`config.mk`:
```
export PLATFORM = sky130hd
export DESIGN_NAME = kbd_event_scheduler
export DESIGN_NICKNAME = d
export VERILOG_FILES = /design/src/rtl/kbd_event_scheduler.sv
export SDC_FILE = /design/constraint.sdc
export NUM_CORES = 1
export LEC_CHECK = 0
export CORE_UTILIZATION = 40
export CTS_CLUSTER_SIZE = 8
export DETAILED_ROUTE_END_ITERATION = 6
export PLACE_DENSITY = 0.6
export SLEW_MARGIN = 5
export SYNTH_ARGS = -nofsm -noshare
export SYNTH_HDL_FRONTEND = slang
export SYNTH_SLANG_ARGS = --single-unit
```
`constraint.sdc`:
```
create_clock -name clk -period 2.43 [get_ports clk]
set_input_delay 0.3645 -clock clk [delete_from_list [all_inputs] [get_ports clk]]
set_output_delay 0.3645 -clock clk [all_outputs]
set_load 0.1 [all_outputs]
```
`src/rtl/kbd_event_scheduler.sv`:
```
// Drains keyboard/mouse events from the Keyboard receiver's single-entry buffer
// into two FIFOs and delivers them round-robin to one valid/ready consumer.
module kbd_event_scheduler #(
  parameter int unsigned KB_DEPTH = 4,
  parameter int unsigned MS_DEPTH = 4
) (
  input  logic        clk,
  input  logic        rst_n,
  input  logic        kb_data_ready,
  input  logic        kb_is_mouse,
  input  logic [15:0] kb_data,
  output logic        kb_retrieved,
  output logic        out_valid,
  output logic        out_is_mouse,
  output logic [15:0] out_data,
  input  logic        out_ready,
  output logic [2:0]  kb_level,
  output logic [2:0]  ms_level,
  output logic [7:0]  kb_drop_cnt,
  output logic [7:0]  ms_drop_cnt
);

  localparam int unsigned KB_AW = $clog2(KB_DEPTH);
  localparam int unsigned MS_AW = $clog2(MS_DEPTH);

  typedef enum logic [1:0] {IDLE, ACK, WAIT_LOW} cap_state_t;

  cap_state_t state, state_nxt;

  logic [15:0]      kb_mem [KB_DEPTH];
  logic [15:0]      ms_mem [MS_DEPTH];
  logic [KB_AW-1:0] kb_wr_ptr, kb_rd_ptr;
  logic [MS_AW-1:0] ms_wr_ptr, ms_rd_ptr;
  logic             rr_last;

  logic capture, load;
  logic kb_pop, ms_pop, kb_push, ms_push, kb_drop, ms_drop;
  logic kb_room, ms_room, kb_nonempty, ms_nonempty;

  // Capture FSM
  always_ff @(posedge clk or negedge rst_n) begin
    if (!rst_n) state <= IDLE;
    else        state <= state_nxt;
  end

  always_comb begin
    state_nxt = state;
    case (state)
      IDLE:     if (kb_data_ready) state_nxt = ACK;
      ACK:      state_nxt = WAIT_LOW;
      WAIT_LOW: if (!kb_data_ready) state_nxt = IDLE;
      default:  state_nxt = IDLE;
    endcase
  end

  always_comb begin
    kb_retrieved = (state == ACK);
  end

  // Arbitration: grant the queue not named by rr_last when both have data
  assign kb_nonempty = (kb_level != 3'd0);
  assign ms_nonempty = (ms_level != 3'd0);
  assign load        = !out_valid || out_ready;
  assign kb_pop      = load && kb_nonempty && (!ms_nonempty || rr_last);
  assign ms_pop      = load && ms_nonempty && !kb_pop;

  // A full queue still accepts when it is popped in the same cycle
  assign kb_room = (kb_level < 3'(KB_DEPTH)) || kb_pop;
  assign ms_room = (ms_level < 3'(MS_DEPTH)) || ms_pop;

  assign capture = (state == IDLE) && kb_data_ready;
  assign kb_push = capture && !kb_is_mouse && kb_room;
  assign ms_push = capture &&  kb_is_mouse && ms_room;
  assign kb_drop = capture && !kb_is_mouse && !kb_room;
  assign ms_drop = capture &&  kb_is_mouse && !ms_room;

  always_ff @(posedge clk) begin
    if (kb_push) kb_mem[kb_wr_ptr] <= kb_data;
    if (ms_push) ms_mem[ms_wr_ptr] <= kb_data;
  end

  always_ff @(posedge clk or negedge rst_n) begin
    if (!rst_n) begin
      kb_wr_ptr   <= '0;
      kb_rd_ptr   <= '0;
      kb_level    <= '0;
      kb_drop_cnt <= '0;
    end else begin
      if (kb_push) kb_wr_ptr <= kb_wr_ptr + KB_AW'(1);
      if (kb_pop)  kb_rd_ptr <= kb_rd_ptr + KB_AW'(1);
      case ({kb_push, kb_pop})
        2'b10:   kb_level <= kb_level + 3'd1;
        2'b01:   kb_level <= kb_level - 3'd1;
        default: kb_level <= kb_level;
      endcase
      if (kb_drop && kb_drop_cnt != 8'hFF) kb_drop_cnt <= kb_drop_cnt + 8'd1;
    end
  end

  always_ff @(posedge clk or negedge rst_n) begin
    if (!rst_n) begin
      ms_wr_ptr   <= '0;
      ms_rd_ptr   <= '0;
      ms_level    <= '0;
      ms_drop_cnt <= '0;
    end else begin
      if (ms_push) ms_wr_ptr <= ms_wr_ptr + MS_AW'(1);
      if (ms_pop)  ms_rd_ptr <= ms_rd_ptr + MS_AW'(1);
      case ({ms_push, ms_pop})
        2'b10:   ms_level <= ms_level + 3'd1;
        2'b01:   ms_level <= ms_level - 3'd1;
        default: ms_level <= ms_level;
      endcase
      if (ms_drop && ms_drop_cnt != 8'hFF) ms_drop_cnt <= ms_drop_cnt + 8'd1;
    end
  end

  // Output register; rr_last follows every grant so alternation holds after a lone grant
  always_ff @(posedge clk or negedge rst_n) begin
    if (!rst_n) begin
      out_valid    <= 1'b0;
      out_is_mouse <= 1'b0;
      out_data     <= '0;
      rr_last      <= 1'b1;
    end else if (load) begin
      if (kb_pop) begin
        out_valid    <= 1'b1;
        out_is_mouse <= 1'b0;
        out_data     <= kb_mem[kb_rd_ptr];
        rr_last      <= 1'b0;
      end else if (ms_pop) begin
        out_valid    <= 1'b1;
        out_is_mouse <= 1'b1;
        out_data     <= ms_mem[ms_rd_ptr];
        rr_last      <= 1'b1;
      end else begin
        out_valid    <= 1'b0;
      end
    end
  end

endmodule

```
==> results of run 1 <==
==> report_power, final <==
| group | internal, mW | switching [mW] |
|---|---|---|
| logic | 1.58 | 3.20 |
| clock network | 1.67 | 1.25 |
| registers | 3.81 | 0.366 |
| total | 7.05 | 4.82 |
==> stage by stage <==
step	cells	TNS, ns	cell area [um^2]
after global placement	702	-0.00732	8290
after CTS	735	0	8940
final	736	0	8960
after detailed placement	702	-0.0818	8290
after floorplan	401	0	7240
after global routing	736	0	8960
==> Yosys cell counts, drive strengths merged, types with 4 or more instances <==
cell type	number
and3	6
a21oi	18
ha	12
nor3	5
clkbuf	6
mux4	32
mux2i	18
nand4	6
and2	8
dfrtp	50
xnor2	14
mux2	5
xor2	11
nand3	7
o21ai	4
buf	9
inv	18
edfxtp	128
nor2	21
==> state kept, by name, indices dropped and copies added, names as in the netlist <==
name / count
kb_drop_cnt: 8
kb_level: 3
kb_mem: 64
kb_rd_ptr: 2
kb_wr_ptr: 2
ms_drop_cnt: 8
ms_level: 3
ms_mem: 64
ms_rd_ptr: 2
ms_wr_ptr: 2
out_data: 16
out_is_mouse: 1
out_valid: 1
rr_last: 1
state: 2
==> path summary, 6_finish.rpt <==
kind	end	slack [ns]
setup / recovery	ms_level[2]	0.18
hold / removal	kb_drop_cnt[6]	0.50
setup reg to reg	ms_level[2]	0.18
hold reg to reg	kb_drop_cnt[6]	0.50
max in group asynchronous	rr_last	1.24
min in group asynchronous	kb_drop_cnt[2]	0.51
==> cell families (layout without fill, tap and decap cells) <==
group,count (synthesis),after routing,share of synthesized area
fa+ha+maj,14,14,0.0264
simple gates,69,69,0.0541
flops,179,179,0.711
compound gates,26,26,0.0236
xor+xnor,25,25,0.0304
buf+inv,33,143,0.0207
mux,55,55,0.133
==> placed cells by master (no fill, tap or decap), drive strengths merged, types with 5 or more instances in the layout <==
| cell type | count |
|---|---|
| a21oi | 18 |
| mux4 | 32 |
| ha | 12 |
| dfrtp | 50 |
| xor2 | 11 |
| inv | 25 |
| and3 | 6 |
| nor2 | 21 |
| xnor2 | 14 |
| nand4 | 6 |
| mux2 | 5 |
| nand3 | 7 |
| edfxtp | 128 |
| clkdlybuf4s50 | 19 |
| clkbuf | 17 |
| nor3 | 5 |
| buf | 73 |
| and2 | 8 |
| mux2i | 18 |
==> per-layer routing <==
| layer | up-vias | wire length, um |
|---|---|---|
| met5 | - | 0 |
| met4 | 0 | 123 |
| met3 | 9 | 504 |
| met2 | 76 | 7000 |
| met1 | 1962 | 6290 |
| li1 | 1725 | - |
==> what timing repair did <==
item	in CTS	in global routing
hold buffers	1	0
setup buffers	0	1
endpoints found under the hold margin	26	0
setup endpoints to repair	0	1
gates resized for setup	0	1
==> final cells by class <==
class / instances / share of cell area
clock buffers: 17 / 0.0475
clock inverters: 15 / 0.0242
inverters: 18 / 0.00754
multi-input cells: 189 / 0.219
flip-flops and latches: 179 / 0.574
well taps: 225 / 0.0314
repair buffers: 93 / 0.0958
==> metrics.txt, run 1 <==
status finished clean; Slew Viols, Final 0; GR peak layer met2; top cells by area, synth edfxtp_1 53%, dfrtp_1 17%, mux4_2 10%; Async S/R FF share, synth 0.285; clock skew 0.00811 ns; die height 136 um; Max Fanout on Critical Path 3; PD cells 1320 nW/um^2; CTS sink count 179; Synth Instances 401; proportion of layout cells with a drive suffix above 1 0.317; DR vias 3772; Synthesized Nets 436; flops & latches, synth 179; H-tree level count 4; number of cell rows 48; Place WS -0.0453 ns; Avg Inst Size Synth 18.0 um^2; CTS tree built; met2 Use GR 0.277; main flop type after synthesis edfxtp_1; Synth Cell Area 7200 um^2; root buffer cell clkbuf_16; CP startpoint kind flop; Worst Reg2Reg Path Length in Cells 9; Max-cap violations 0; largest net degree at the start of global routing 35; beginning of the worst hold path kb_drop_cnt[6]; worst-path cell chain o31a_1 -> or3_4 -> inv_2 -> ha_4 -> inv_1 -> fa_2 -> xor2_1 -> nor2_1 -> xor2_1; Wirelength per Cell 18.9 um; Critical Path AT 2.59 ns; CTS clock-pin slew for the worst setup and hold paths 0.07 ns; core area 17400 um^2; DR pass1 iterations 7; Post-synth EDFFs 128; LEAKAGE 3.40 nW; die outline width 136 um; number of I/O pins 62; distinct cell type count after synthesis 43; fin crit period 2.25 ns; Starting Density 0.413; DP Wirelength 8760 um; first-pass GRT wire length 22000 um; vias in the first global route 3971; area of the multi-input gates 1970 um^2; CP Buf/Inv Count 2; CP peak stage delay 0.47 ns; Hold Slack 0.504 ns; PnR worst setup slack 0.185 ns; Crit. End Element flop; # DRC 0; Reg area 5140 um^2; maximum clock path buffer count 2; final setup fails 0; fraction of post-synthesis cell area in the top cell type by area 0.534; routing usage on met3 0.0414; CP Depth 9; met1 Track Usage GR 0.212; Worst Setup SP kb_level[2]; Iteration-0 DRC Markers 186; DRT antenna net count 0; RR Startpoint kb_level[2]; fin crit share 0.924; maximum VDD drop 1.20 mV; Port Buffers 61; Layout area overhead 24.5%; WP data required 2.78 ns; YS warnings 0; relative slew slack 0.537; Yosys top cell by area edfxtp_1; final WL 13900 um; nets 533; ant diodes 0; post-synthesis sequential area ratio 0.711; hold-critical path depth 1; worst hold path type reg -> reg; fin util 0.515; RSZ-0062 raised after global routing no; worst-margin pin slew 0.694 ns; fillcell total 1436; fmax 445 MHz; Pwr Total 11.9 mW; die area 18500 um^2; total track usage 0.166; clock latency on the worst-skew pair 0.43 ns; CTS Buf Count 17; critical path class reg -> reg; GPL Wtd Cong 0.793; final hold violation count 0; antenna violations before repair 0; crit-path most repeated cell xor2_1; Via density 5.13; Top delay family on crit path adder cells; Worst path slowest cell dfrtp_4; gr ovfl total 0
No activity file was read; power rests on OpenSTA's default activity.
==> run 2, diff against run 1 <==
--- a/config.mk
+++ b/config.mk
@@ -5,10 +5,11 @@
 export SDC_FILE = /design/constraint.sdc
 export NUM_CORES = 1
 export LEC_CHECK = 0
+export CORE_MARGIN = 2
 export CORE_UTILIZATION = 40
 export CTS_CLUSTER_SIZE = 8
 export DETAILED_ROUTE_END_ITERATION = 6
-export PLACE_DENSITY = 0.6
+export PLACE_DENSITY = 0.68
 export SLEW_MARGIN = 5
 export SYNTH_ARGS = -nofsm -noshare
 export SYNTH_HDL_FRONTEND = slang
==> run 2 against run 1 <==
Sequential power barely moved. Clock power shrank 9.9%. Total power decreased by 3.2%. Cell area fell by 1.5%. Critical path depth unchanged. Clock skew about the same. First-iteration DRC count shrank 23%. Worst hold slack got worse by 0.46 ns. Final cell count down 0.14%. Core utilization shrank 2.0 points. Critical path type unchanged. Critical endpoint unchanged.
==> metrics.txt, run 2 (synthesis results as in run 1) <==
clock latency on the worst-skew pair 0.42 ns (was 0.43 ns); CP Buf/Inv Count 2 (unchanged); GPL Wtd Cong 0.751 (was 0.793); gr ovfl total 0 (unchanged); nets 529 (was 533); Max Fanout on Critical Path 5 (was 3); crit-path most repeated cell xor2_1 (unchanged); leading cell type in the layout, fill and taps excluded edfxtp_1 (unchanged); final setup fails 0 (unchanged); Place WS -0.00713 ns (was -0.0453 ns); DRT antenna net count 0 (unchanged); Pwr Total 11.5 mW (was 11.9 mW); first-pass GRT wire length 21700 um (was 22000 um); vias in the first global route 3962 (was 3971); H-tree level count 4 (unchanged); CTS clock-pin slew for the worst setup and hold paths 0.07 ns (about the same); fin crit share 0.946 (was 0.924); number of cell rows 49 (was 48); most frequent cells in the layout 128 x edfxtp_1, 61 x buf_4, 43 x dfrtp_1 (was 128 x edfxtp_1, 63 x buf_4, 43 x dfrtp_1); # DRC 0 (unchanged); number of I/O pins 62 (unchanged); critical path class reg -> reg (unchanged); maximum clock path buffer count 2 (unchanged); Wirelength per Cell 18.5 um (was 18.9 um); antenna violations before repair 0 (unchanged); PD cells 1300 nW/um^2 (was 1320 nW/um^2); final hold violation count 0 (unchanged); Via density 5.07 (was 5.13); biggest regs kb_mem x64, ms_mem x64, out_data x16 (unchanged); PnR worst setup slack 0.131 ns (was 0.185 ns); core area 17800 um^2 (was 17400 um^2); hold_buf cts 0 (was 1); Port Buffers 61 (unchanged); LEAKAGE 3.32 nW (was 3.40 nW); CTS Buf Count 17 (unchanged); Critical Path AT 2.64 ns (was 2.59 ns); proportion of layout cells with a drive suffix above 1 0.302 (was 0.317); fin util 0.495 (was 0.515); CTS sink count 179 (unchanged); fillcell total 1479 (was 1436); root buffer cell clkbuf_16 (unchanged); CP peak stage delay 0.50 ns (was 0.47 ns); CP startpoint kind flop (unchanged); Layout area overhead 22.6% (was 24.5%); die area 19100 um^2 (was 18500 um^2); worst-margin pin slew 0.844 ns (was 0.694 ns); RSZ-0062 raised after global routing no (unchanged); CTS tree built (unchanged); Starting Density 0.404 (was 0.413); final WL 13600 um (was 13900 um); clock skew 0.00857 ns (was 0.00811 ns); Max-cap violations 0 (unchanged); Crit. End Element flop (unchanged); ant diodes 0 (unchanged); Slew Viols, Final 0 (unchanged); Iteration-0 DRC Markers 143 (was 186); total track usage 0.149 (was 0.166); post_cts resized 0 (unchanged); worst hold path type in -> async (was reg -> reg); Worst path slowest cell dfrtp_4 (unchanged); status finished clean (unchanged); Setup TNS Final 0 ns (unchanged); DR pass1 iterations 4 (was 7); fin crit period 2.30 ns (was 2.25 ns); Placement Cell Area 8250 um^2 (was 8290 um^2); post-route cell area 8830 um^2 (was 8960 um^2); relative slew slack 0.437 (was 0.537); DR vias 3730 (was 3772); Top delay family on crit path adder cells (unchanged); fmax 435 MHz (was 445 MHz); die height 138 um (was 136 um); WP data required 2.77 ns (was 2.78 ns); worst-path cell chain o31a_1 -> or3_4 -> inv_2 -> ha_2 -> inv_1 -> fa_2 -> xor2_1 -> nor2_1 -> xor2_1 (was o31a_1 -> or3_4 -> inv_2 -> ha_4 -> inv_1 -> fa_2 -> xor2_1 -> nor2_1 -> xor2_1); DP Wirelength 8260 um (was 8760 um); die outline width 138 um (was 136 um); largest net degree at the start of global routing 37 (was 35); maximum VDD drop 1.11 mV (was 1.20 mV)
## run 2: cell types whose count changed in the layout (fill, tap and decap cells not counted), sizes merged
cell / previous run / this run
buf: 73 / 70
bufinv: 3 / 2
clkbuf: 17 / 20
clkinvlp: 1 / 2
dlygate4sd3: 1 / 0
inv: 25 / 21
## run 2: cell type report
cell class / count / area [um^2] / area share
well taps: 229 / 287 / 0.0325
clock buffers: 20 / 437 / 0.0495
repair buffers: 89 / 813 / 0.0921
multi-input cells: 189 / 1950 / 0.221
clock inverters: 11 / 129 / 0.0146
inverters: 18 / 67.6 / 0.00765
flip-flops and latches: 179 / 5140 / 0.583
## run 2: where the power goes
| part | switching [mW] | internal, mW |
|---|---|---|
| sequential | 0.357 | 3.81 |
| combinational | 3.17 | 1.53 |
| clock | 1.11 | 1.52 |
| total | 4.64 | 6.86 |
## run 2: stage by stage
| stage | hold slack [ns] | instances |
|---|---|---|
| 2_1_floorplan | 0.0689 | 401 |
| 3_3_place_gp | 0.483 | 703 |
| 3_5_place_dp | 0.495 | 703 |
| 4_1_cts | 0.0809 | 734 |
| 5_1_grt | 0.119 | 735 |
| 6_report | 0.0453 | 735 |
## run 2: layer usage
| metal | share of wire | global-route usage | vias to the layer above |
|---|---|---|---|
| met5 | 0 | 0 | - |
| met4 | 0.0076 | 0.0397 | 0 |
| met3 | 0.036 | 0.0416 | 10 |
| met2 | 0.50 | 0.247 | 81 |
| met1 | 0.46 | 0.196 | 1933 |
| li1 | - | - | 1706 |
## run 2: path summary, 6_finish.rpt
kind	cells past startpoint	from	end	slack [ns]
worst min-delay path	1	rst_n	kb_drop_cnt[5]	0.05
max in group asynchronous	2	rst_n	out_data[3]	1.65
worst min register to register	1	ms_drop_cnt[5]	ms_drop_cnt[5]	0.51
worst max-delay path	9	kb_level[1]	ms_level[2]	0.13
min in group clk	1	ms_drop_cnt[5]	ms_drop_cnt[5]	0.51
worst max register to register	9	kb_level[1]	ms_level[2]	0.13
## run 2: what timing repair did
action	in CTS	in global routing
hold endpoints to repair	0	0
endpoints found under the setup margin	0	1
setup buffers	0	1
==> run 3, diff against run 2 <==
--- a/config.mk
+++ b/config.mk
@@ -5,6 +5,7 @@
 export SDC_FILE = /design/constraint.sdc
 export NUM_CORES = 1
 export LEC_CHECK = 0
+export ABC_AREA = 1
 export CORE_MARGIN = 2
 export CORE_UTILIZATION = 40
 export CTS_CLUSTER_SIZE = 8
==> run 3 against run 2 <==
Final cell count grew 34%. Cell area grew 2.9%. Non-clock buffer count grew 10. Global-route usage grew 2.7 points. Clock power is essentially flat. Largest power group unchanged.
==> metrics.txt, run 3 <==
maximum clock path buffer count 2 (unchanged); DR pass1 iterations 4 (unchanged); fmax 450 MHz (was 435 MHz); Worst Setup SP ms_level[0] (was kb_level[1]); total track usage 0.176 (was 0.149); die area 19800 um^2 (was 19100 um^2); proportion of layout cells with a drive suffix above 1 0.193 (was 0.302); worst hold path type in -> async (unchanged); DRT antenna net count 0 (unchanged); Place WS -0.170 ns (was -0.00713 ns); Iteration-0 DRC Markers 325 (was 143); Setup Buffers After CTS 0 (unchanged); top cells by area, synth edfxtp_1 52%, dfrtp_1 17%, o21ai_0 7.2% (was edfxtp_1 53%, dfrtp_1 17%, mux4_2 10%); vias in the first global route 5060 (was 3962); core area 18100 um^2 (was 17800 um^2); # DRC 0 (unchanged); gr ovfl total 0 (unchanged); DR vias 5093 (was 3730); die outline width 141 um (was 138 um); Yosys top cell by area edfxtp_1 (unchanged); Max-cap violations 0 (unchanged); ant diodes 0 (unchanged); CTS clock-pin slew for the worst setup and hold paths 0.07 ns (about the same); biggest regs kb_mem x64, ms_mem x64, out_data x16 (unchanged); CTS Buf Count 17 (unchanged); CP startpoint kind flop (unchanged); PD cells 1360 nW/um^2 (was 1300 nW/um^2); PnR worst setup slack 0.208 ns (was 0.131 ns); status finished clean (unchanged); Port Buffers 61 (unchanged); YS warnings 0 (unchanged); Hold Slack 0.480 ns (was 0.0453 ns); final hold violation count 0 (unchanged); main flop type after synthesis edfxtp_1 (unchanged); nets 777 (was 529); leading cell type in the layout, fill and taps excluded edfxtp_1 (unchanged); Max Fanout on Critical Path 4 (was 5); Async S/R FF share, synth 0.285 (unchanged); RR Startpoint ms_level[0] (was kb_level[1]); root buffer cell clkbuf_16 (unchanged); Placement Cell Area 8500 um^2 (was 8250 um^2); die height 141 um (was 138 um); distinct cell type count after synthesis 28 (was 43); worst-margin pin slew 0.723 ns (was 0.844 ns); antenna violations before repair 0 (unchanged); Synth Instances 650 (was 401); Wirelength per Cell 17.0 um (was 18.5 um); maximum VDD drop 0.656 mV (was 1.11 mV); LEAKAGE 3.52 nW (was 3.32 nW); fillcell total 1608 (was 1479); CTS sink count 179 (unchanged); Avg Inst Size Synth 11.5 um^2 (was 18.0 um^2); H-tree level count 4 (unchanged); number of cell rows 49 (unchanged); final WL 16700 um (was 13600 um); fin crit period 2.22 ns (was 2.30 ns); largest net degree at the start of global routing 34 (was 37); clock latency on the worst-skew pair 0.43 ns (was 0.42 ns); clock skew 0.00858 ns (was 0.00857 ns); Slew Viols, Final 0 (unchanged); fin crit share 0.914 (was 0.946); Commonest cells post-synth 128 x edfxtp_1, 120 x nor2_1, 107 x o21ai_0 (was 128 x edfxtp_1, 50 x dfrtp_1, 32 x mux4_2); RSZ-0062 raised after global routing no (unchanged); post-synthesis sequential area ratio 0.687 (was 0.711); first-pass GRT wire length 26600 um (was 21700 um); number of I/O pins 62 (unchanged); Post-synth EDFFs 128 (unchanged); WP data required 2.74 ns (was 2.77 ns); Synthesized Nets 685 (was 436); critical path class reg -> reg (unchanged); DP Wirelength 10900 um (was 8260 um); GPL Wtd Cong 0.781 (was 0.751); CTS tree built (unchanged); most frequent cells in the layout 128 x edfxtp_1, 114 x nor2_1, 106 x o21ai_0 (was 128 x edfxtp_1, 61 x buf_4, 43 x dfrtp_1); flops & latches, synth 179 (unchanged); Crit. End Element flop (unchanged); Critical Path AT 2.53 ns (was 2.64 ns); fraction of post-synthesis cell area in the top cell type by area 0.515 (was 0.534); final setup fails 0 (unchanged); relative slew slack 0.518 (was 0.437); Layout area overhead 21.8% (was 22.6%); Pwr Total 12.3 mW (was 11.5 mW); post-route cell area 9080 um^2 (was 8830 um^2); Synth Cell Area 7460 um^2 (was 7200 um^2); most frequent cell after synthesis edfxtp_1 (unchanged); Starting Density 0.411 (was 0.404); Via density 5.18 (was 5.07)
-- run 3: kinds of logic after synthesis --
group,synth area share
buffers and inverters,0.0391
XOR/XNOR,0.0200
flip-flops,0.687
AND/OR/NAND/NOR,0.123
adder cells (fa/ha/maj),0.0255
AO/OA/AOI/OAI,0.106
-- run 3: layout make-up --
| type | instances | area (um^2) | area share |
|---|---|---|---|
| flip-flops and latches | 179 | 5140 | 0.567 |
| multi-input cells | 400 | 2090 | 0.231 |
| repair buffers | 99 | 828 | 0.0912 |
| clock buffers | 18 | 429 | 0.0473 |
| well taps | 229 | 287 | 0.0316 |
| inverters | 45 | 169 | 0.0186 |
| clock inverters | 14 | 129 | 0.0142 |
-- run 3: where the power goes --
part,switching (mW),internal (mW)
Clock,1.18,1.42
Combinational,4.05,1.46
Sequential,0.380,3.84
Total,5.60,6.72
-- run 3: path summary, 6_finish.rpt --
| path | to | slack [ns] | cells past startpoint |
|---|---|---|---|
| min in group clk | kb_rd_ptr[1] | 0.48 | 1 |
| worst min register to register | kb_rd_ptr[1] | 0.48 | 1 |
| worst min-delay path | kb_drop_cnt[0] | 0.48 | 2 |
| max in group asynchronous | rr_last | 1.24 | 3 |
| worst max-delay path | ms_level[2] | 0.21 | 13 |
| worst max register to register | ms_level[2] | 0.21 | 13 |
-- run 3: metal layers --
layer  vias to the layer above  track usage  wire [um]
met4                         0       0.0626        219
met2                       139        0.292       8240
li1                       2423            -          -
met5                         -            0          0
met1                      2516        0.231       7320
met3                        15       0.0356        954
-- run 3: through the flow --
| step | utilization | instances | setup TNS, ns |
|---|---|---|---|
| finish | 0.500 | 984 | 0 |
| global route | 0.500 | 984 | 0 |
| CTS | 0.500 | 984 | 0 |
| detailed placement | 0.469 | 951 | -0.312 |
| global placement | 0.469 | 951 | -0.103 |
| floorplan | - | 650 | 0 |
-- run 3: worst max-delay path, stage by stage, from the launching register on --
cell,delay [ns]
dfrtp_4,0.50
nor2_2,0.12
nand2_2,0.08
nand2_1,0.09
nand2_2,0.13
nand2_8,0.10
nand2_4,0.05
nand2_4,0.06
ha_2,0.15
inv_1,0.06
fa_1,0.39
a21oi_1,0.14
o21ai_1,0.08
xor2_1,0.14
-- run 3: repair_timing --
action | 4_1_cts | 5_1_grt
setup endpoints to repair | 0 | 2
resized for setup | 0 | 3
hold endpoints to repair | 21 | 0
hold buffers | 1 | 0
